**src/rtl/lfsr_galois_gen_if.sv**
```systemverilog
// Bundle of the LFSR control inputs and registered outputs.
// The master side drives en/load/din; the slave side (the generator) drives the outputs.
interface lfsr_galois_gen_if #(
    parameter int WIDTH = 26,
    parameter int STEPS = 1
);
    logic             en;
    logic             load;
    logic [WIDTH-1:0] din;
    logic [WIDTH-1:0] q;
    logic [STEPS-1:0] bit_out;
    logic             wrap;
    logic [WIDTH-1:0] period;
    logic             period_sat;

    modport master (
        output en, load, din,
        input  q, bit_out, wrap, period, period_sat
    );

    modport slave (
        input  en, load, din,
        output q, bit_out, wrap, period, period_sat
    );
endinterface

```
**src/rtl/lfsr_galois_gen.sv**
```systemverilog
// Parametrised Galois-form LFSR with advance enable, seed load, zero-lockout
// recovery and wrap detection that measures the period in enabled cycles.
// Each enabled clock advances STEPS single shifts, unrolled combinationally.
module lfsr_galois_gen #(
    parameter int               WIDTH = 26,
    parameter logic [WIDTH-1:0] TAPS  = WIDTH'(26'h0000182),
    parameter logic [WIDTH-1:0] SEED  = WIDTH'(1),
    parameter int               STEPS = 1
) (
    input  logic            clk,
    input  logic            rst,
    lfsr_galois_gen_if.slave bus
);

    // A zero seed would lock the register, so it is replaced by 1.
    localparam logic [WIDTH-1:0] SEED_EFF = (SEED == '0) ? WIDTH'(1) : SEED;
    // Stage 0 always takes the MSB, so bit 0 of the mask is forced on.
    localparam logic [WIDTH-1:0] FB_MASK  = {TAPS[WIDTH-1:1], 1'b1};
    localparam logic [WIDTH-1:0] ALL_ONES = '1;

    logic [WIDTH-1:0] q_r;
    logic [WIDTH-1:0] active_seed_r;
    logic [WIDTH-1:0] cnt_r;
    logic [WIDTH-1:0] period_r;
    logic             period_sat_r;
    logic             wrap_r;
    logic [STEPS-1:0] bits_r;

    logic [WIDTH-1:0] adv_state;
    logic [STEPS-1:0] adv_bits;
    logic [WIDTH-1:0] cnt_inc;
    logic [WIDTH-1:0] load_val;

    // One Galois shift: rotate left and fold the outgoing MSB into the tapped stages.
    function automatic logic [WIDTH-1:0] shift_once(input logic [WIDTH-1:0] s);
        logic msb;
        msb = s[WIDTH-1];
        return {s[WIDTH-2:0], 1'b0} ^ (FB_MASK & {WIDTH{msb}});
    endfunction

    // Unroll STEPS shifts and collect the MSB seen before each one.
    always_comb begin
        adv_state = q_r;
        adv_bits  = '0;
        for (int j = 0; j < STEPS; j++) begin
            adv_bits[j] = adv_state[WIDTH-1];
            adv_state   = shift_once(adv_state);
        end
    end

    // Saturating period counter increment and the sanitised load value.
    always_comb begin
        cnt_inc  = (cnt_r == ALL_ONES) ? cnt_r : cnt_r + WIDTH'(1);
        load_val = (|bus.din) ? bus.din : WIDTH'(1);
    end

    // State, wrap detection and period measurement; rst > load > lockout > en > hold.
    always_ff @(posedge clk) begin
        if (rst) begin
            q_r           <= SEED_EFF;
            active_seed_r <= SEED_EFF;
            bits_r        <= '0;
            wrap_r        <= 1'b0;
            period_r      <= '0;
            period_sat_r  <= 1'b0;
            cnt_r         <= '0;
        end else if (bus.load) begin
            q_r           <= load_val;
            active_seed_r <= load_val;
            cnt_r         <= '0;
            wrap_r        <= 1'b0;
            bits_r        <= '0;
        end else if (q_r == '0) begin
            q_r    <= WIDTH'(1);
            cnt_r  <= '0;
            wrap_r <= 1'b0;
        end else if (bus.en) begin
            q_r    <= adv_state;
            bits_r <= adv_bits;
            if (adv_state == active_seed_r) begin
                wrap_r       <= 1'b1;
                period_r     <= cnt_inc;
                cnt_r        <= '0;
                period_sat_r <= 1'b0;
            end else begin
                wrap_r <= 1'b0;
                cnt_r  <= cnt_inc;
                if (cnt_inc == ALL_ONES) begin
                    period_sat_r <= 1'b1;
                end
            end
        end else begin
            wrap_r <= 1'b0;
        end
    end

    assign bus.q          = q_r;
    assign bus.bit_out    = bits_r;
    assign bus.wrap       = wrap_r;
    assign bus.period     = period_r;
    assign bus.period_sat = period_sat_r;

endmodule

```
**src/flat_wrapper.sv**
```systemverilog
// flat-port wrapper written by rule: the top's interface ports become plain ports
module lfsr_galois_gen_flat 
#(
    parameter int               WIDTH = 26,
    parameter logic [WIDTH-1:0] TAPS  = WIDTH'(26'h0000182),
    parameter logic [WIDTH-1:0] SEED  = WIDTH'(1),
    parameter int               STEPS = 1
)
  (clk, rst, bus_en, bus_load, bus_din, bus_q, bus_bit_out, bus_wrap, bus_period, bus_period_sat);
  lfsr_galois_gen_if #(.WIDTH(WIDTH), .STEPS(STEPS)) bus_i ();
  input  logic clk;
  input  logic rst;
  input wire logic [$bits(bus_i.en)-1:0] bus_en;
  input wire logic [$bits(bus_i.load)-1:0] bus_load;
  input wire logic [$bits(bus_i.din)-1:0] bus_din;
  output wire logic [$bits(bus_i.q)-1:0] bus_q;
  output wire logic [$bits(bus_i.bit_out)-1:0] bus_bit_out;
  output wire logic [$bits(bus_i.wrap)-1:0] bus_wrap;
  output wire logic [$bits(bus_i.period)-1:0] bus_period;
  output wire logic [$bits(bus_i.period_sat)-1:0] bus_period_sat;
  assign bus_i.en = bus_en;
  assign bus_i.load = bus_load;
  assign bus_i.din = bus_din;
  assign bus_q = bus_i.q;
  assign bus_bit_out = bus_i.bit_out;
  assign bus_wrap = bus_i.wrap;
  assign bus_period = bus_i.period;
  assign bus_period_sat = bus_i.period_sat;
  lfsr_galois_gen #(.WIDTH(WIDTH), .TAPS(TAPS), .SEED(SEED), .STEPS(STEPS)) u_core (.clk(clk), .rst(rst), .bus(bus_i));
endmodule
```
**config.mk**
```make
export PLATFORM = sky130hd
export DESIGN_NAME = lfsr_galois_gen_flat
export DESIGN_NICKNAME = d
export VERILOG_FILES = /design/src/rtl/lfsr_galois_gen_if.sv /design/src/rtl/lfsr_galois_gen.sv /design/src/flat_wrapper.sv
export SDC_FILE = /design/constraint.sdc
export NUM_CORES = 1
export LEC_CHECK = 0
export ABC_AREA = 1
export BUFFER_PORTS_ARGS = -buffer_cell sky130_fd_sc_hd__buf_2
export CORE_MARGIN = 2
export CORE_UTILIZATION = 55
export DETAILED_ROUTE_END_ITERATION = 8
export GPL_TIMING_DRIVEN = 0
export PLACE_DENSITY = 0.75
export SETUP_SLACK_MARGIN = 0.2
export SYNTH_ARGS = -nofsm -noshare
export SYNTH_HDL_FRONTEND = slang
export SYNTH_SLANG_ARGS = --single-unit
```
**constraint.sdc**
```tcl
create_clock -name clk -period 5.5 [get_ports clk]
set_input_delay 1.1 -clock clk [delete_from_list [all_inputs] [get_ports clk]]
set_output_delay 1.1 -clock clk [all_outputs]
set_load 0.03 [all_outputs]
```
# After elaboration in Yosys (flattened, before gate mapping)
# Cells that the tools add are included.
# op_classes
mul,0
mux,9
n_reduce_logical,10
n_eq_ne,3
magnitude_cmp,0
shift,0
addsub,1
bitwise,4
div,0
# op_table
op,count
$mux 26,6
$eq 26x26->1 const B,2
$add 26x1->26 const B,1
$eq 26x26->1,1
$logic_not 26->1,1
$reduce_or 26->1,1
$xor 26x9->26,1
$reduce_and 4->1,2
$reduce_or 4->1,1
$mux 1,3
$not 1->1,3
$reduce_bool 3->1,1
$reduce_or 3->1,1
$reduce_and 2->1,1
$reduce_bool 2->1,1
$reduce_or 2->1,1
# word_totals
out_inout_bits,55
register_bits,107
memories,0
rom_bits,0
mem_bits_rw,0
latchBits,0

# Depth between registers and ports, before layout
# Gate-level depths: netlist of run 1.
# logic_depth
depth_word,5
ltp_mapped,15
mapped_depth_nobuf,15

# Least setup slack after synthesis of run 1
# No wires, ideal clock.
# synth_timing
path_kind,input port to flip-flop
startpoint,in bus_load
endpoint,reg u_core.q_r[3] (netlist: u_core.bus.q[3])
cell_stages,7
arrival_time_ps,1904
path_buffers,1
path_slack_ps,3460
setup_ps,137
path_cell_list,inv_1 nand2_1 nor2_2 inv_1 clkbuf_1 o21ai_0 a31oi_1
# synth_between
elab_chain_cells,1
word_cells_on_any_way,2
# synth_rtl
item,line,rtl
from (decl),flat_wrapper.sv:14,input wire logic [$bits(bus_i.load)-1:0] bus_load;
$reduce_bool 3->1 (no source line) or $mux 26 (tied branches),-,
to (signal assigned),lfsr_galois_gen.sv:68,q_r <= load_val;
to (signal assigned),lfsr_galois_gen.sv:78,q_r <= adv_state;
to (decl),lfsr_galois_gen.sv:21,logic [WIDTH-1:0] q_r;
# Several ways; a longest one is shown, not always the timed one.
# A chain may end at the register's enable or synchronous reset.

# Worst setup path after layout of run 1
# layout_timing
startpoint,reg u_core.cnt_r[0]
endpoint,reg u_core.period_sat_r (netlist: u_core.bus.period_sat)
# layout_between
elab_chain_cells,5
word_cells_on_any_way,6
# layout_rtl
item,line,rtl
from (decl),lfsr_galois_gen.sv:23,logic [WIDTH-1:0] cnt_r;
from (signal assigned),lfsr_galois_gen.sv:87,cnt_r <= cnt_inc;
$add 26x1->26 or $eq 26x26->1 (tied branches),lfsr_galois_gen.sv:53,cnt_inc = (cnt_r == ALL_ONES) ? cnt_r : cnt_r + WIDTH'(1);
$mux 26 (*),lfsr_galois_gen.sv:53,
$eq 26x26->1 (*),lfsr_galois_gen.sv:88,if (cnt_inc == ALL_ONES) begin
$reduce_bool 2->1 (no source line) (*),-,
$reduce_and 4->1 (no source line) (*),-,
to (signal assigned),lfsr_galois_gen.sv:65,period_sat_r <= 1'b0;
to (signal assigned),lfsr_galois_gen.sv:84,period_sat_r <= 1'b0;
to (signal assigned),lfsr_galois_gen.sv:89,period_sat_r <= 1'b1;
to (decl),lfsr_galois_gen.sv:25,logic period_sat_r;
# Every way passes the cells marked *; elsewhere a longest branch is shown, timed or not.

==> metrics.txt, run 1 <==
syn_nets=roughly 800; Layout area overhead=14.5%; Pleak=2.69 nW; unrepaired setup endpoints after global routing=no; initial antenna violation count=0; TritonCTS clock tree=done; Critical Path Most Common Cell=nand2_1; FILL cells=871; cell with the most instances after synthesis=nand2_1; largest net degree at the start of global routing=18; die area=between 10000 and 15000 um2; final hold violations=0; CP Class=register to register; total CTS buffers=9; type of the most critical hold path=register to register; Post-Route WL=around 15 mm; worst skew pair latency=390 ps; H-tree Lvls=3; Total Power=1.49 mW; CP startpoint kind=register; DP HPWL=11.0 mm; slowest CP cell=dfxtp_1; FF-to-FF path depth=15; crit path max fanout=7; post-cts repair resize count=0; routed vias=5523; top cells by area, synth=dfxtp_1 40%, nand2_1 18%, nand3_1 8.0%; Routed Antenna Nets=0; clk sink count=about 110; Cells after Synth=approximately 770; count of cell types in the netlist=38; Post-CTS Hold Buffers=0; WP data required=5820 ps; final routed DRC violation total=0; drt pass-1 iters=6; max incr delay on CP=460 ps; Via density=about 5.5; CP startpoint=u_core.cnt_r[0]; Worst setup endpoint=u_core.bus.period_sat; grt ovf=0; core area=roughly 9300 um2; FF-to-FF Start=u_core.cnt_r[0]; Peak VDD IR=142 uV; Synth Register Bits=107; # IOs=85; Placed Instances=980; placed inst area=5880 um2; Ant. Diodes=0; top cells by count, synth=249 x nand2_1, 107 x dfxtp_1, 85 x nand3_1, 66 x a21oi_1, 55 x nor2_1; Max clock buf depth=2; syn avg cell area=a little under 7 um2; FP Rows=35; Async SR Flop Fraction=0%; fraction of layout cells with a size suffix above 1=14.6%; vias in the first global route=between 4k and 5k; average wire per standard cell=approximately 15 um; MaxCap Viol Count=0; EDFF count, synth=0; total track usage=28.9%; slew margin rel.=63.1%; Arr. time, crit path=2720 ps; PortBufs=84; setup repair bufs after CTS=0; Final #Nets=893; Root Buffer=clkbuf_8; CP bufs+invs=1; status=finished clean; Yosys warnings=0; Synth Cell Area=5300 um2; Finished Layout Cells=between 900 and 1k; critical-path cell list=ha_1 > nand2_2 > nor2_8 > nand2_1 > nor2_1 > nand2_1 > nand2_1 > nand2_1 > nand2_1 > nand2_1 > inv_1 > nand2_1 > nor2_1 > nand3_1 > a21oi_2; Worst path depth=15; Initial Util=57.0%; clock-pin slew on the worst setup and hold paths=90 ps; setup TNS=0 ps; dominant synthesized flop cell=dfxtp_1; post-layout util=65.3%; cell area power density=246 nW/um2; sequential area share after synthesis=40.5%; Final Cycle Share=between 40% and 50%; Critical R2R Capture=u_core.bus.period_sat; top cell type's share of synthesized area=40.5%; CP Capture Type=register; fin. max-slew vios=0; Worst Tran Pin Value=roughly 550 ps; Setup violations, final=0; first-pass GRT wire length=about 24 mm; Die Ht=102 um; Non-Filler Cell Area, Final=6060 um2; DRT iter0 DRCs=around 420; Fmax=417 MHz; clock skew=between 15 and 20 ps; Top delay family on crit path=simple AND/OR/NAND/NOR gates; flop2flop setup slack=3100 ps; leading area contributor after synthesis=dfxtp_1; gp weighted congestion=0.914; Die X=approximately 100 um; Final min period=2400 ps
[worst reg2reg max path, delay by kind of cell (launching register included)]
| family | cells | cell delay, ps |
|---|---|---|
| simple gates | 12 | 1480 |
| flops | 1 | 460 |
| fa+ha+maj | 1 | 240 |
| compound gates | 1 | 120 |
| buf+inv | 1 | 50 |
[final cells by class]
type	instances	area, um2	share of cell area (%)
multi-input combinational	588	2850	47.0
timing repair buffer	84	420	6.93
sequential	107	2140	35.3
clock buffer	12	155	2.56
buffer	36	165	2.72
tap	129	161	2.66
inverter	36	135	2.23
clock inverter	4	32.5	0.536
[state kept, by name (all words and copies together) (netlist names)]
name	cells
u_core.active_seed_r	26
u_core.bus.bit_out	1
u_core.bus.period	26
u_core.bus.period_sat	1
u_core.bus.q	26
u_core.bus.wrap	1
u_core.cnt_r	26
[layout by cell type (no fill, tap or decap), types with 3 or more instances in the layout]
master and count:
a21oi_1 66, a31oi_1 7, buf_1 3, buf_2 87, buf_4 3, clkbuf_1 26, clkbuf_8 11, dfxtp_1 107
inv_1 34, nand2_1 249, nand3_1 85, nand3b_1 3, nand4_1 3, nor2_1 55, nor2_2 4, nor2_8 3
nor3_1 3, nor4_1 9, o21ai_0 43, o22ai_1 6, or2_2 3, xnor2_1 8, xor2_1 25
[worst min-delay path by stage]
stage	depth (start not counted)	to	slack [ps]	from
2_1_floorplan	2	u_core.active_seed_r[11]	450	u_core.active_seed_r[11]
3_3_place_gp	2	u_core.bus.period_sat	450	u_core.bus.period_sat
3_5_place_dp	2	u_core.bus.period_sat	450	u_core.bus.period_sat
4_1_cts	2	u_core.bus.period_sat	460	u_core.bus.period_sat
5_1_grt	2	u_core.bus.period[5]	490	u_core.bus.period[5]
6_report	2	u_core.bus.period_sat	460	u_core.bus.period_sat
[metal layers]
metal,up-vias,track usage [%],wire (um)
met5,-,0,0
met4,0,9.33,212
met3,17,5.47,1350
met2,245,43.1,6130
met1,2541,42.4,6940
li1,2720,-,-
[report_power, final]
part           total (mW)  switching (mW)  internal, mW
clock               0.475           0.282         0.192
sequential          0.828          0.0278         0.800
combinational       0.190           0.128        0.0620
total                1.49           0.438          1.05
[logic make-up (layout without fill, tap and decap cells)]
kind of cell | count (synthesis) | in the layout | synth area share, %
AND/OR/NAND/NOR | 427 | 427 | 35.6
AO/OA/AOI/OAI | 127 | 127 | 12.6
flip-flops | 107 | 107 | 40.5
buffers and inverters | 72 | 172 | 5.67
XOR/XNOR | 33 | 33 | 5.46
adder cells (fa/ha/maj) | 1 | 1 | 0.236
[per-stage QoR]
step,setup slack (ps),hold slack (ps)
after floorplan,3460,453
after global placement,2950,445
after detailed placement,2910,450
after CTS,3170,465
after global routing,2890,490
final,3100,465
(Power assumes the default switching activity.)
==> run 2: changes to the inputs <==
--- a/config.mk
+++ b/config.mk
@@ -8,10 +8,10 @@
 export ABC_AREA = 1
 export BUFFER_PORTS_ARGS = -buffer_cell sky130_fd_sc_hd__buf_2
 export CORE_MARGIN = 2
-export CORE_UTILIZATION = 55
+export CORE_UTILIZATION = 51
 export DETAILED_ROUTE_END_ITERATION = 8
 export GPL_TIMING_DRIVEN = 0
-export PLACE_DENSITY = 0.75
+export PLACE_DENSITY = 0.73
 export SETUP_SLACK_MARGIN = 0.2
 export SYNTH_ARGS = -nofsm -noshare
 export SYNTH_HDL_FRONTEND = slang
==> constraint.sdc (replaced) <==
create_clock -name clk -period 2.2 [get_ports clk]
set_input_delay 0.44 -clock clk [delete_from_list [all_inputs] [get_ports clk]]
set_output_delay 0.44 -clock clk [all_outputs]
set_load 0.03 [all_outputs]
==> run 2 against run 1 <==
Clock skew shrank 4.7 ps. Maximum frequency up 15%. Global-route usage is 0.97 points lower. Non-clock buffer count up 24. Wire length up 10%. Die area grew 7.5%. Critical path depth decreased by 1. Flip-flop and latch count unchanged. Sequential share of layout area decreased by 3.0 points. Combinational power grew to 2.8 times the previous value.
==> metrics.txt, run 2 (synthesis results as in run 1) <==
status=finished clean; Peak VDD IR=between 300 and 400 uV; type of the most critical hold path=input pin to register; vias in the first global route=5203; gp weighted congestion=around 0.94; total track usage=27.9%; FF-to-FF path depth=14; flop2flop setup slack=120 ps; Critical R2R Capture=u_core.bus.period_sat; Layout area overhead=25.8%; grt met1 use=39.0%; TritonCTS clock tree=done; clock skew=11.8 ps; placed inst area=5890 um2; setup TNS=0 ps; Post-CTS Hold Buffers=0; Max clock buf depth=2; FF-to-FF Start=u_core.cnt_r[0]; Post-Route WL=16.2 mm; clk sink count=107; worst hold endpoint=u_core.bus.q[14]; cell area power density=559 nW/um2; H-tree Lvls=3; Final #Nets=slightly above 900; average wire per standard cell=roughly 16 um; clock-pin slew on the worst setup and hold paths=110 ps; CP Class=register to register; Root Buffer=clkbuf_8; Die Ht=106 um; MaxCap Viol Count=0; initial antenna violation count=0; fin. max-slew vios=0; DRT iter0 DRCs=around 360; core area=10200 um2; Pleak=2.96 nW; final routed DRC violation total=0; drt pass-1 iters=5; CP Capture Type=register; WP data required=2520 ps; Via density=~5.6; Final Cycle Share=approximately 95%; grt ovf=0; Total Power=3.72 mW; Routed Antenna Nets=0; Arr. time, crit path=2410 ps; DP HPWL=11.5 mm; routed vias=5719; WHS Path Cells=3; FILL cells=a little over 900; # IOs=85; worst skew pair latency=between 300 and 400 ps; FP Rows=37; Die X=106 um; commonest non-fill, non-tap cells in the layout=222 x nand2_1, 99 x dfxtp_1, 85 x buf_2; CP startpoint kind=register; Non-Filler Cell Area, Final=6660 um2; hold_sp=bus_din[14]; Worst Tran Pin Value=807 ps; Fmax=480 MHz; final hold violations=0; unrepaired setup endpoints after global routing=yes; crit path max fanout=10; met2 Use GR=a little over two fifths; Ant. Diodes=0; Final min period=2080 ps; first-pass GRT wire length=25.1 mm; total CTS buffers=9; largest net degree at the start of global routing=18; Setup violations, final=0; PortBufs=84; die area=~11000 um2; fraction of layout cells with a size suffix above 1=about a quarter; met3 Use GR=5.95%; Initial Util=between 50 and 60%; slew margin rel.=46.2%; most common cell after layout, fill and taps aside=nand2_1; GR peak layer=met2
run 2: changes by cell type in the layout (fill, tap and decap cells not counted), moves of 8 or more:
cell | before | now
nand2_1 | 249 | 222
nand2_2 | 2 | 25
buf_4 | 3 | 17
nand3_1 | 85 | 72
nand3_2 | 1 | 10
dfxtp_1 | 107 | 99
run 2: layout make-up:
type | instances | area (um2) | area share (%)
Tap cell | 136 | 170 | 2.56
Clock buffer | 11 | 141 | 2.12
Buffer | 36 | 234 | 3.51
Multi-Input combinational cell | 588 | 3150 | 47.3
Inverter | 36 | 135 | 2.03
Sequential cell | 107 | 2150 | 32.4
Clock inverter | 5 | 36.3 | 0.545
Timing Repair Buffer | 108 | 641 | 9.62
run 2: worst max-delay path by stage:
stage	from	to	slack (ps)	depth (start not counted)
after floorplan	u_core.bus.q[25]	u_core.bus.period[15]	300	10
after global placement	u_core.cnt_r[0]	u_core.bus.period_sat	-70	14
after detailed placement	u_core.cnt_r[0]	u_core.bus.period_sat	-90	14
after CTS	u_core.cnt_r[0]	u_core.bus.period_sat	130	13
after global routing	u_core.cnt_r[0]	u_core.bus.period_sat	9	15
final	u_core.cnt_r[0]	u_core.bus.period_sat	120	14
run 2: report_power, final:
part	internal [mW]	leakage, nW	switching [mW]
sequential	2.00	0.877	0.0699
combinational	0.175	1.99	0.349
clock	0.448	0.0937	0.683
total	2.62	2.96	1.10
run 2: per-layer routing:
metal	share of wire (%)	wire [um]	vias to the layer above
met2	46	7360	257
met1	43	6990	2665
met4	1.9	305	0
met3	9.4	1520	31
li1	-	-	2766
met5	0	0	-
run 2: metrics by stage:
stage,cells,hold WS (ps),utilization [%],worst slack [ps]
floorplan,767,453,-,299
global placement,987,447,57.8,-74.8
detailed placement,987,450,57.8,-94.4
CTS,1016,334,61.6,134
global route,1027,331,65.4,8.65
finish,1027,342,65.4,116
run 2: repair_timing:
| item | in CTS | in global routing |
|---|---|---|
| resized for setup | 30 | 90 |
| setup endpoints to repair | 72 | 73 |
| pin swaps | 7 | 16 |
| gates cloned | 1 | 2 |
| setup buffers | 12 | 9 |
run 2: critical path, stage by stage (launching register included):
cell	delay [ps]
dfxtp_4	350
ha_2	200
nand2_4	80
nor2_8	150
nand2_4	90
nor2_8	120
nand2_4	100
buf_12	170
nand3_1	160
nand2_1	80
inv_1	60
nand2_1	60
nor2_2	170
nand3_2	120
a21oi_2	120
==> run 3: changes to the inputs <==
--- a/config.mk
+++ b/config.mk
@@ -12,7 +12,6 @@
 export DETAILED_ROUTE_END_ITERATION = 8
 export GPL_TIMING_DRIVEN = 0
 export PLACE_DENSITY = 0.73
-export SETUP_SLACK_MARGIN = 0.2
 export SYNTH_ARGS = -nofsm -noshare
 export SYNTH_HDL_FRONTEND = slang
 export SYNTH_SLANG_ARGS = --single-unit
==> run 3 against run 2 <==
Final cell count down 1.6%. Total power down 0.71%. Utilization down 4.3 points. Flip-flop and latch count unchanged. Sequential share of layout area up 2.2 points. Non-clock buffer count down 16. Clock power about the same. Register-to-register slack worse by 60 ps. Maximum frequency down 3.0%. Largest cell class unchanged. Critical path type unchanged.
==> metrics.txt, run 3 (synthesis results as in run 1) <==
slowest CP cell=dfxtp_4; Die Ht=about 110 um; Fmax=~470 MHz; TritonCTS clock tree=done; clock skew=11.8 ps; clock-pin slew on the worst setup and hold paths=110 ps; flop2flop setup slack=50 ps; Final min period=2150 ps; clk sink count=107; Post-Route WL=15.4 mm; grt ovf=0; total track usage=27.4%; total CTS buffers=9; most common cell after layout, fill and taps aside=nand2_1; post-layout util=61.1%; die area=roughly 11000 um2; setup TNS=0 ps; Die X=~110 um; crit path max fanout=10; gp weighted congestion=0.939; final routed DRC violation total=0; type of the most critical hold path=input pin to register; DRT iter0 DRCs=366; Finished Layout Cells=between 1k and 1.5k; first-pass GRT wire length=24.6 mm; slew margin rel.=61.9%; Final Cycle Share=97.7%; FP Rows=37; Setup violations, final=0; Placed Instances=987; Pleak=2.78 nW; largest net degree at the start of global routing=18; commonest non-fill, non-tap cells in the layout=245 x nand2_1, 105 x dfxtp_1, 87 x buf_2; critical-path cell list=ha_2 > nand2_2 > nor2_8 > nand2_4 > nor2_8 > nand2_4 > buf_8 > nand3_1 > nand2_1 > inv_1 > nand2_1 > nor2_2 > nand3_1 > a21oi_2; routed vias=between 5k and 6k; initial antenna violation count=0; CP Class=register to register; vias in the first global route=5067; unrepaired setup endpoints after global routing=yes; # IOs=85; core area=~10000 um2; Via density=between 5 and 6; status=finished clean; H-tree Lvls=3; CP Capture Type=register; drt pass-1 iters=4; PortBufs=84; cell area power density=595 nW/um2; Total Power=3.70 mW; Final #Nets=901; MaxCap Viol Count=0; fin. max-slew vios=0; Root Buffer=clkbuf_8; Initial Util=52.0%; Max clock buf depth=2; Layout area overhead=17.5%; Worst Tran Pin Value=572 ps; Ant. Diodes=0; CP startpoint kind=register; average wire per standard cell=15.2 um; max incr delay on CP=400 ps; Hold Slack=approximately 340 ps; fraction of layout cells with a size suffix above 1=18.1%; WP data required=between 2000 and 3000 ps; Post-CTS Hold Buffers=0; worst skew pair latency=380 ps; Peak VDD IR=338 uV; Routed Antenna Nets=0; Arr. time, crit path=2470 ps; DP HPWL=11.5 mm; final hold violations=0
==> run 3: cell types whose count changed in the layout (fill, tap and decap cells not counted), sizes merged <==
cell / previous run / this run
buf: 117 / 103
clkbuf: 38 / 36
==> run 3: what timing repair did <==
item / CTS / global route
buffers inserted: 0 / 8
pin swaps: 0 / 5
resized for setup: 5 / 26
gates cloned: 0 / 0
endpoints found under the setup margin: 30 / 55
hold endpoints to repair: 0 / 0
==> run 3: layer usage <==
layer  vias to the layer above  track usage, %  part of all wire [%]
met5                         -               0                     0
met4                         0            8.83                   1.5
met3                        23            5.70                   7.6
met2                       187            42.2                    45
met1                      2570            38.7                    46
li1                       2731               -                     -
==> run 3: layout make-up <==
class                           instances  area [um2]
Sequential cell                       107        2150
Inverter                               36         135
Fill cell                             995        3960
Multi-Input combinational cell        588        2920
Clock buffer                           11         141
Timing Repair Buffer                   92         493
Clock inverter                          5        36.3
Buffer                                 36         175
Tap cell                              136         170
==> run 3: worst max-delay path, delay by kind of cell, from the launching register on <==
kind | cells | cell delay, ps
buf+inv | 2 | 220
flops | 1 | 400
compound gates | 1 | 110
fa+ha+maj | 1 | 190
simple gates | 10 | 1170
==> run 3: stage by stage <==
stage | setup WS [ps] | cell area (um2)
2_1_floorplan | 299 | 5300
3_3_place_gp | -74.8 | 5890
3_5_place_dp | -94.4 | 5890
4_1_cts | -29.6 | 6070
5_1_grt | -120 | 6220
6_report | 51.5 | 6220
==> run 3: final timing paths <==
kind	from	endpoint	depth (start not counted)
worst max-delay path	u_core.cnt_r[0]	u_core.bus.period_sat	14
worst min-delay path	bus_din[6]	u_core.active_seed_r[6]	3
worst max register to register	u_core.cnt_r[0]	u_core.bus.period_sat	14
worst min register to register	u_core.bus.period_sat	u_core.bus.period_sat	2
==> run 3: power breakdown <==
group | total [mW] | switching, mW | internal (mW)
clock network | 1.13 | 0.684 | 0.448
registers | 2.07 | 0.0701 | 2.00
logic | 0.497 | 0.334 | 0.163
total | 3.70 | 1.09 | 2.61
